===== src/rtl/register_dump_tx_pkg.sv =====
`default_nettype none
// +---------------------------------------------------------------------------+
// | register_dump_tx_pkg : state encoding and byte-order helper for the dump   |
// | Rev 1.0                                                                    |
// +---------------------------------------------------------------------------+
package register_dump_tx_pkg;

  typedef enum logic [2:0] {
    IDLE = 3'd0,
    SEND = 3'd1,
    WAIT = 3'd2,
    NEXT = 3'd3,
    FIN  = 3'd4
  } state_t;

  localparam logic [7:0]  HEADER_BYTE_DEFAULT = 8'hA5;
  localparam int unsigned REG_WIDTH           = 32;

  // Bit offset of data byte j: registers in ascending order, MSB first within each.
  function automatic int unsigned byte_offset(int unsigned j, int unsigned bpr);
    return REG_WIDTH * (j / bpr) + 8 * (bpr - 1 - (j % bpr));
  endfunction

endpackage
`default_nettype wire


===== src/rtl/register_dump_tx_if.sv =====
`default_nettype none
// +---------------------------------------------------------------------------+
// | register_dump_tx_if : byte handshake between the dump reader and UART TX   |
// | Rev 1.0                                                                    |
// +---------------------------------------------------------------------------+
interface register_dump_tx_if;

  logic [7:0] tx_data;
  logic       tx_start;
  logic       tx_busy;
  logic       tx_done;

  modport master (
    output tx_data,
    output tx_start,
    input  tx_busy,
    input  tx_done
  );

  modport slave (
    input  tx_data,
    input  tx_start,
    output tx_busy,
    output tx_done
  );

endinterface
`default_nettype wire


===== src/rtl/register_dump_tx_mux.sv =====
`default_nettype none
// +---------------------------------------------------------------------------+
// | dump_byte_mux : combinational pick of data byte j from the snapshot        |
// | Rev 1.0                                                                    |
// +---------------------------------------------------------------------------+
module dump_byte_mux
  import register_dump_tx_pkg::*;
#(
  parameter int unsigned NUM_REGS      = 32,
  parameter int unsigned BYTES_PER_REG = 4
) (
  input  logic [NUM_REGS*REG_WIDTH-1:0] snapshot,
  input  logic [15:0]                   byte_idx,
  output logic [7:0]                    byte_o
);

  localparam int unsigned NUM_BYTES = NUM_REGS * BYTES_PER_REG;

  logic [7:0] w_bytes [NUM_BYTES];

  for (genvar j = 0; j < NUM_BYTES; j++) begin : g_bytes
    assign w_bytes[j] = snapshot[byte_offset(j, BYTES_PER_REG) +: 8];
  end

  // Out-of-range indices (e.g. while the header is current) read as zero.
  always_comb begin
    byte_o = 8'h00;
    for (int j = 0; j < NUM_BYTES; j++) begin
      if (byte_idx == 16'(j)) begin
        byte_o = w_bytes[j];
      end
    end
  end

endmodule
`default_nettype wire


===== src/rtl/register_dump_tx.sv =====
`default_nettype none
// +---------------------------------------------------------------------------+
// | register_dump_tx : snapshots the register dump bus and streams it to UART  |
// | Rev 1.0                                                                    |
// +---------------------------------------------------------------------------+
module register_dump_tx
  import register_dump_tx_pkg::*;
#(
  parameter int unsigned NUM_REGS      = 32,
  parameter int unsigned BYTES_PER_REG = 4,
  parameter int unsigned SEND_HEADER   = 1,
  parameter logic [7:0]  HEADER_BYTE   = HEADER_BYTE_DEFAULT
) (
  input  logic                          clock,
  input  logic                          reset_n,
  input  logic                          start,
  input  logic                          abort,
  input  logic [NUM_REGS*REG_WIDTH-1:0] registros,
  register_dump_tx_if.master            tx,
  output logic                          busy,
  output logic                          done
);

  localparam int unsigned NUM_BYTES = NUM_REGS * BYTES_PER_REG;
  localparam logic [15:0] LAST_IDX  = 16'(NUM_BYTES + SEND_HEADER - 1);

  state_t                        state_q, state_d;
  logic [15:0]                   idx_q, idx_d;
  logic [NUM_REGS*REG_WIDTH-1:0] snap_q, snap_d;
  logic [7:0]                    tx_data_q, tx_data_d;
  logic                          tx_start_q, tx_start_d;
  logic                          busy_q, busy_d;
  logic                          done_q, done_d;

  logic [15:0] w_data_idx;
  logic [7:0]  w_data_byte;
  logic [7:0]  w_cur_byte;

  assign w_data_idx = idx_q - 16'(SEND_HEADER);

  dump_byte_mux #(
    .NUM_REGS      (NUM_REGS),
    .BYTES_PER_REG (BYTES_PER_REG)
  ) u_byte_mux (
    .snapshot (snap_q),
    .byte_idx (w_data_idx),
    .byte_o   (w_data_byte)
  );

  assign w_cur_byte = ((SEND_HEADER != 0) && (idx_q == 16'd0)) ? HEADER_BYTE : w_data_byte;

  always_comb begin
    state_d    = state_q;
    idx_d      = idx_q;
    snap_d     = snap_q;
    tx_data_d  = tx_data_q;
    tx_start_d = 1'b0;
    busy_d     = busy_q;
    done_d     = 1'b0;

    case (state_q)
      IDLE: begin
        if (start && !abort) begin
          snap_d  = registros;
          busy_d  = 1'b1;
          idx_d   = 16'd0;
          state_d = SEND;
        end
      end
      SEND: begin
        if (!tx.tx_busy) begin
          tx_data_d  = w_cur_byte;
          tx_start_d = 1'b1;
          state_d    = WAIT;
        end
      end
      WAIT: begin
        if (tx.tx_done) begin
          state_d = NEXT;
        end
      end
      NEXT: begin
        // done/busy are registered here so they are visible during FIN.
        if (idx_q == LAST_IDX) begin
          done_d  = 1'b1;
          busy_d  = 1'b0;
          state_d = FIN;
        end else begin
          idx_d   = idx_q + 16'd1;
          state_d = SEND;
        end
      end
      FIN: begin
        state_d = IDLE;
      end
      default: begin
        state_d = IDLE;
      end
    endcase

    // Cancel outranks every other transition; the UART finishes its byte alone.
    if (abort && (state_q != IDLE)) begin
      state_d    = IDLE;
      busy_d     = 1'b0;
      tx_start_d = 1'b0;
      done_d     = 1'b0;
    end
  end

  always_ff @(posedge clock or negedge reset_n) begin
    if (!reset_n) begin
      state_q    <= IDLE;
      idx_q      <= 16'd0;
      snap_q     <= '0;
      tx_data_q  <= 8'h00;
      tx_start_q <= 1'b0;
      busy_q     <= 1'b0;
      done_q     <= 1'b0;
    end else begin
      state_q    <= state_d;
      idx_q      <= idx_d;
      snap_q     <= snap_d;
      tx_data_q  <= tx_data_d;
      tx_start_q <= tx_start_d;
      busy_q     <= busy_d;
      done_q     <= done_d;
    end
  end

  assign tx.tx_data  = tx_data_q;
  assign tx.tx_start = tx_start_q;
  assign busy        = busy_q;
  assign done        = done_q;

endmodule
`default_nettype wire


===== src/flat_wrapper.sv =====
// flat-port wrapper written by rule: the top's interface ports become plain ports
module register_dump_tx_flat import register_dump_tx_pkg::*;
#(
  parameter int unsigned NUM_REGS      = 32,
  parameter int unsigned BYTES_PER_REG = 4,
  parameter int unsigned SEND_HEADER   = 1,
  parameter logic [7:0]  HEADER_BYTE   = HEADER_BYTE_DEFAULT
)
  (clock, reset_n, start, abort, registros, busy, done, tx_tx_data, tx_tx_start, tx_tx_busy, tx_tx_done);
  register_dump_tx_if tx_i ();
  input  logic clock;
  input  logic reset_n;
  input  logic start;
  input  logic abort;
  input  logic [NUM_REGS*REG_WIDTH-1:0] registros;
  output logic busy;
  output logic done;
  output wire logic [$bits(tx_i.tx_data)-1:0] tx_tx_data;
  output wire logic [$bits(tx_i.tx_start)-1:0] tx_tx_start;
  input wire logic [$bits(tx_i.tx_busy)-1:0] tx_tx_busy;
  input wire logic [$bits(tx_i.tx_done)-1:0] tx_tx_done;
  assign tx_tx_data = tx_i.tx_data;
  assign tx_tx_start = tx_i.tx_start;
  assign tx_i.tx_busy = tx_tx_busy;
  assign tx_i.tx_done = tx_tx_done;
  register_dump_tx #(.NUM_REGS(NUM_REGS), .BYTES_PER_REG(BYTES_PER_REG), .SEND_HEADER(SEND_HEADER), .HEADER_BYTE(HEADER_BYTE)) u_core (.clock(clock), .reset_n(reset_n), .start(start), .abort(abort), .registros(registros), .tx(tx_i), .busy(busy), .done(done));
endmodule

===== config.mk =====
export PLATFORM = sky130hd
export DESIGN_NAME = register_dump_tx_flat
export DESIGN_NICKNAME = d
export VERILOG_FILES = /design/src/rtl/register_dump_tx_pkg.sv /design/src/rtl/register_dump_tx_if.sv /design/src/rtl/register_dump_tx_mux.sv /design/src/rtl/register_dump_tx.sv /design/src/flat_wrapper.sv
export SDC_FILE = /design/constraint.sdc
export NUM_CORES = 2
export LEC_CHECK = 0
export BUFFER_PORTS_ARGS = -buffer_cell sky130_fd_sc_hd__buf_2
export CORE_AREA = 8 8 394 396
export DETAILED_ROUTE_END_ITERATION = 16
export DIE_AREA = 0 0 402 404
export SYNTH_ARGS = -nofsm -noshare
export SYNTH_HDL_FRONTEND = slang
export SYNTH_SLANG_ARGS = --single-unit

===== constraint.sdc =====
create_clock -name clock -period 9.6 [get_ports clock]
set_clock_uncertainty 0.05 [all_clocks]
set_input_delay 0.96 -clock clock [delete_from_list [all_inputs] [get_ports clock]]
set_output_delay 0.96 -clock clock [all_outputs]
set_load 0.02 [all_outputs]

==> metrics <==
status=finished clean; IR drop worst, VDD=about 170 uV; initial core utilization=35.36%; vias per cell=5.996; vias=approximately 57000; # clock sinks=1054; Bufs and invs on worst path=4; dpl ws=3.382 ns; Worst Tran Pin Value=about 1.5 ns; hold_buf cts=0; Max Fclk=157.6 MHz; Slew Limit Fails=0; global-route wire length before repair=approximately 450000 um; min Tclk post-route=about 6.3 ns; # IOs=about 1000; Routed wire per std cell=34.94 um; Final setup viols=0; Seq cells post-synth=1054; worst hold path type=in2async; layout cells sized above 1=around a fifth; pwr dens=350.7 nW/um^2; CTS resizes=0; CTS H-Tree Depth=3; Die X=402 um; initial drt markers=8400; final RePlAce weighted congestion=1.060; FP Rows=about 140; EDFF count, synth=0; CTS tree=yes; initial antenna violation count=30; Post-synth top flop=dfrtp_1; Total Die Area=162400 sq um; CTS root buffer=clkbuf_16; Total Routing Usage GR=39.11%; Final Hold Violating Endpoints=0; CP delay by family, top=compound AO/OA/AOI/OAI gates; die height=404 um; TritonRoute pass-1 iters=7; Area Growth Syn to Fin=21.17%; HPWL after DPL=263800 um; worst endpoint required time=10.17 ns; largest net degree at the start of global routing=242; Slowest-stage cell, CP=dfrtp_1; nets=8511; Antenna Nets Post-Route=0; Syn Nets=slightly below 8000; TNS Setup=0 ns; Post-CTS Setup Bufs=0; final WL=333500 um; Clock transition at path regs=0.07 ns; YS warnings=0; Clock Path Buffers=3; Register Area=26380 sq um; sequential area share after synthesis=50.10%; RSZ-0062 raised after global routing=no; Multi-input gate area=24520 sq um; grt ovf=0; Core ar.=148900 sq um; Rel. slew slack=2.116%; Synth Instances=about 6700; max_cap viols=0; CP max stage delay=0.84 ns; clk_lat worst skew=0.79 ns; CTS Buf Count=approximately 120; mapped cell area=52640 sq um; PnR worst setup slack=approximately 3.3 ns; number of global-route vias before repair=54520; Crit Path Class=reg2reg; Unique masters post-synth=110; crit end category=register; startpoint types=register; crit share post-route=66.10%; Crit path arrival time=6.92 ns; Mapped Avg Cell Area=7.908 sq um; DRC viols=0; Fillers=around 15000; Crit Path Max Fanout=29; Cell Chain, Critical Path=inv_1 -> ha_1 -> buf_4 -> inv_1 -> nor2_1 -> o21ai_4 -> buf_4 -> nand3_1 -> a211oi_1 -> o22ai_1 -> a21o_1 -> a2111oi_0 -> o311ai_1 -> a31oi_1 -> nand2_1; ys async rst share=100.0%; leakage power=32.46 nW; Port Buffer Count=1040
==> through the flow <==
stage / hold WS, ns / cell area, sq um / cells / utilization, % / total power (W)
after detailed placement: 0.4080 / 59710 / 9301 / 40.10 / 0.01705
after global placement: 0.4034 / 59710 / 9301 / 40.10 / 0.01700
after CTS: 0.2210 / 63710 / 9515 / 42.79 / 0.02178
after global routing: 0.2705 / 63730 / 9521 / 42.81 / 0.02289
after floorplan: 0.3869 / 52640 / 6657 / - / 0.01190
final: 0.2144 / 63790 / 9543 / 42.84 / 0.02237
==> flip-flops by register name, summed over array words and instances, names as in the netlist <==
| register | cells |
|---|---|
| u_core.busy | 1 |
| u_core.done | 1 |
| u_core.idx_q | 16 |
| u_core.snap_q | 1024 |
| u_core.state_q | 3 |
| u_core.tx.tx_data | 8 |
| u_core.tx.tx_start | 1 |
==> cell families (layout without fill, tap and decap cells) <==
kind of cell             after synthesis  in the layout  synth area share, %
AO/OA/AOI/OAI                       1231           1231                16.44
XOR/XNOR                              11             11               0.1830
adder cells (fa/ha/maj)                6              6               0.1426
buffers and inverters                486           1401                3.860
flip-flops                          1054           1054                50.10
multiplexers                           3              3              0.05942
other                                  0             27                    0
AND/OR/NAND/NOR                     3866           3866                29.22
==> per-layer routing <==
layer	vias to the layer above	routed length, um	global-route usage, %
li1	24120	-	-
met4	16	16740	16.11
met2	3821	140100	56.90
met5	-	100	0
met3	640	38370	12.74
met1	28620	138200	53.62
==> power by group <==
group | switching [W] | internal, W
Clock | 0.00201 | 0.00267
Combinational | 0.00585 | 0.00231
Sequential | 0.00306 | 0.00647
Total | 0.0109 | 0.0115
==> worst paths after layout <==
path / startpoint / to / slack, ns / cells after the start
worst max-delay path: u_core.idx_q[0] / u_core.tx.tx_data[3] / 3.25 / 15
worst min-delay path: reset_n / u_core.snap_q[299] / 0.21 / 1
worst max register to register: u_core.idx_q[0] / u_core.tx.tx_data[3] / 3.25 / 15
worst min register to register: u_core.snap_q[514] / u_core.snap_q[514] / 0.42 / 2
max in group asynchronous: reset_n / u_core.snap_q[943] / 7.01 / 3
min in group clock: registros[884] / u_core.snap_q[884] / 0.30 / 3
==> layout by cell type (no fill, tap or decap), types with 38 or more instances in the layout <==
master and instances:
dfrtp_1 1054, o22ai_1 127, o211ai_1 38, o221ai_1 69, a31oi_1 41, o21ai_0 205, clkbuf_16 115, a211oi_1 43
buf_2 1039, nand2_1 3285, nor3_1 78, a221oi_1 91, a21oi_1 217, nand3_1 69, a22oi_1 61, nor2_1 237
buf_4 113
==> synthesized netlist by cell type (62+ instances only) <==
cell         n  area [sq um]
o22ai_1    127         794.5
dfrtp_1   1054         26380
a221oi_1    91         797.0
nor2_1     241         904.6
nand3_1     69         345.3
a21oi_1    221          1106
nor3_1      78         390.4
o221ai_1    69         604.3
a22oi_1     62         465.5
o21ai_0    207          1036
clkbuf_1   316          1186
buf_2       91         455.4
nand2_1   3292         12360
==> cell type report <==
cell class / instances / share of cell area [%]
clock inverter: 50 / 1.008
tap: 1944 / 3.813
clock buffer: 164 / 5.270
multi-input combinational: 5117 / 38.44
inverter: 21 / 0.1236
timing repair buffer: 1166 / 9.890
antenna: 27 / 0.1059
sequential: 1054 / 41.35
Power figures use the tool's default switching activity.
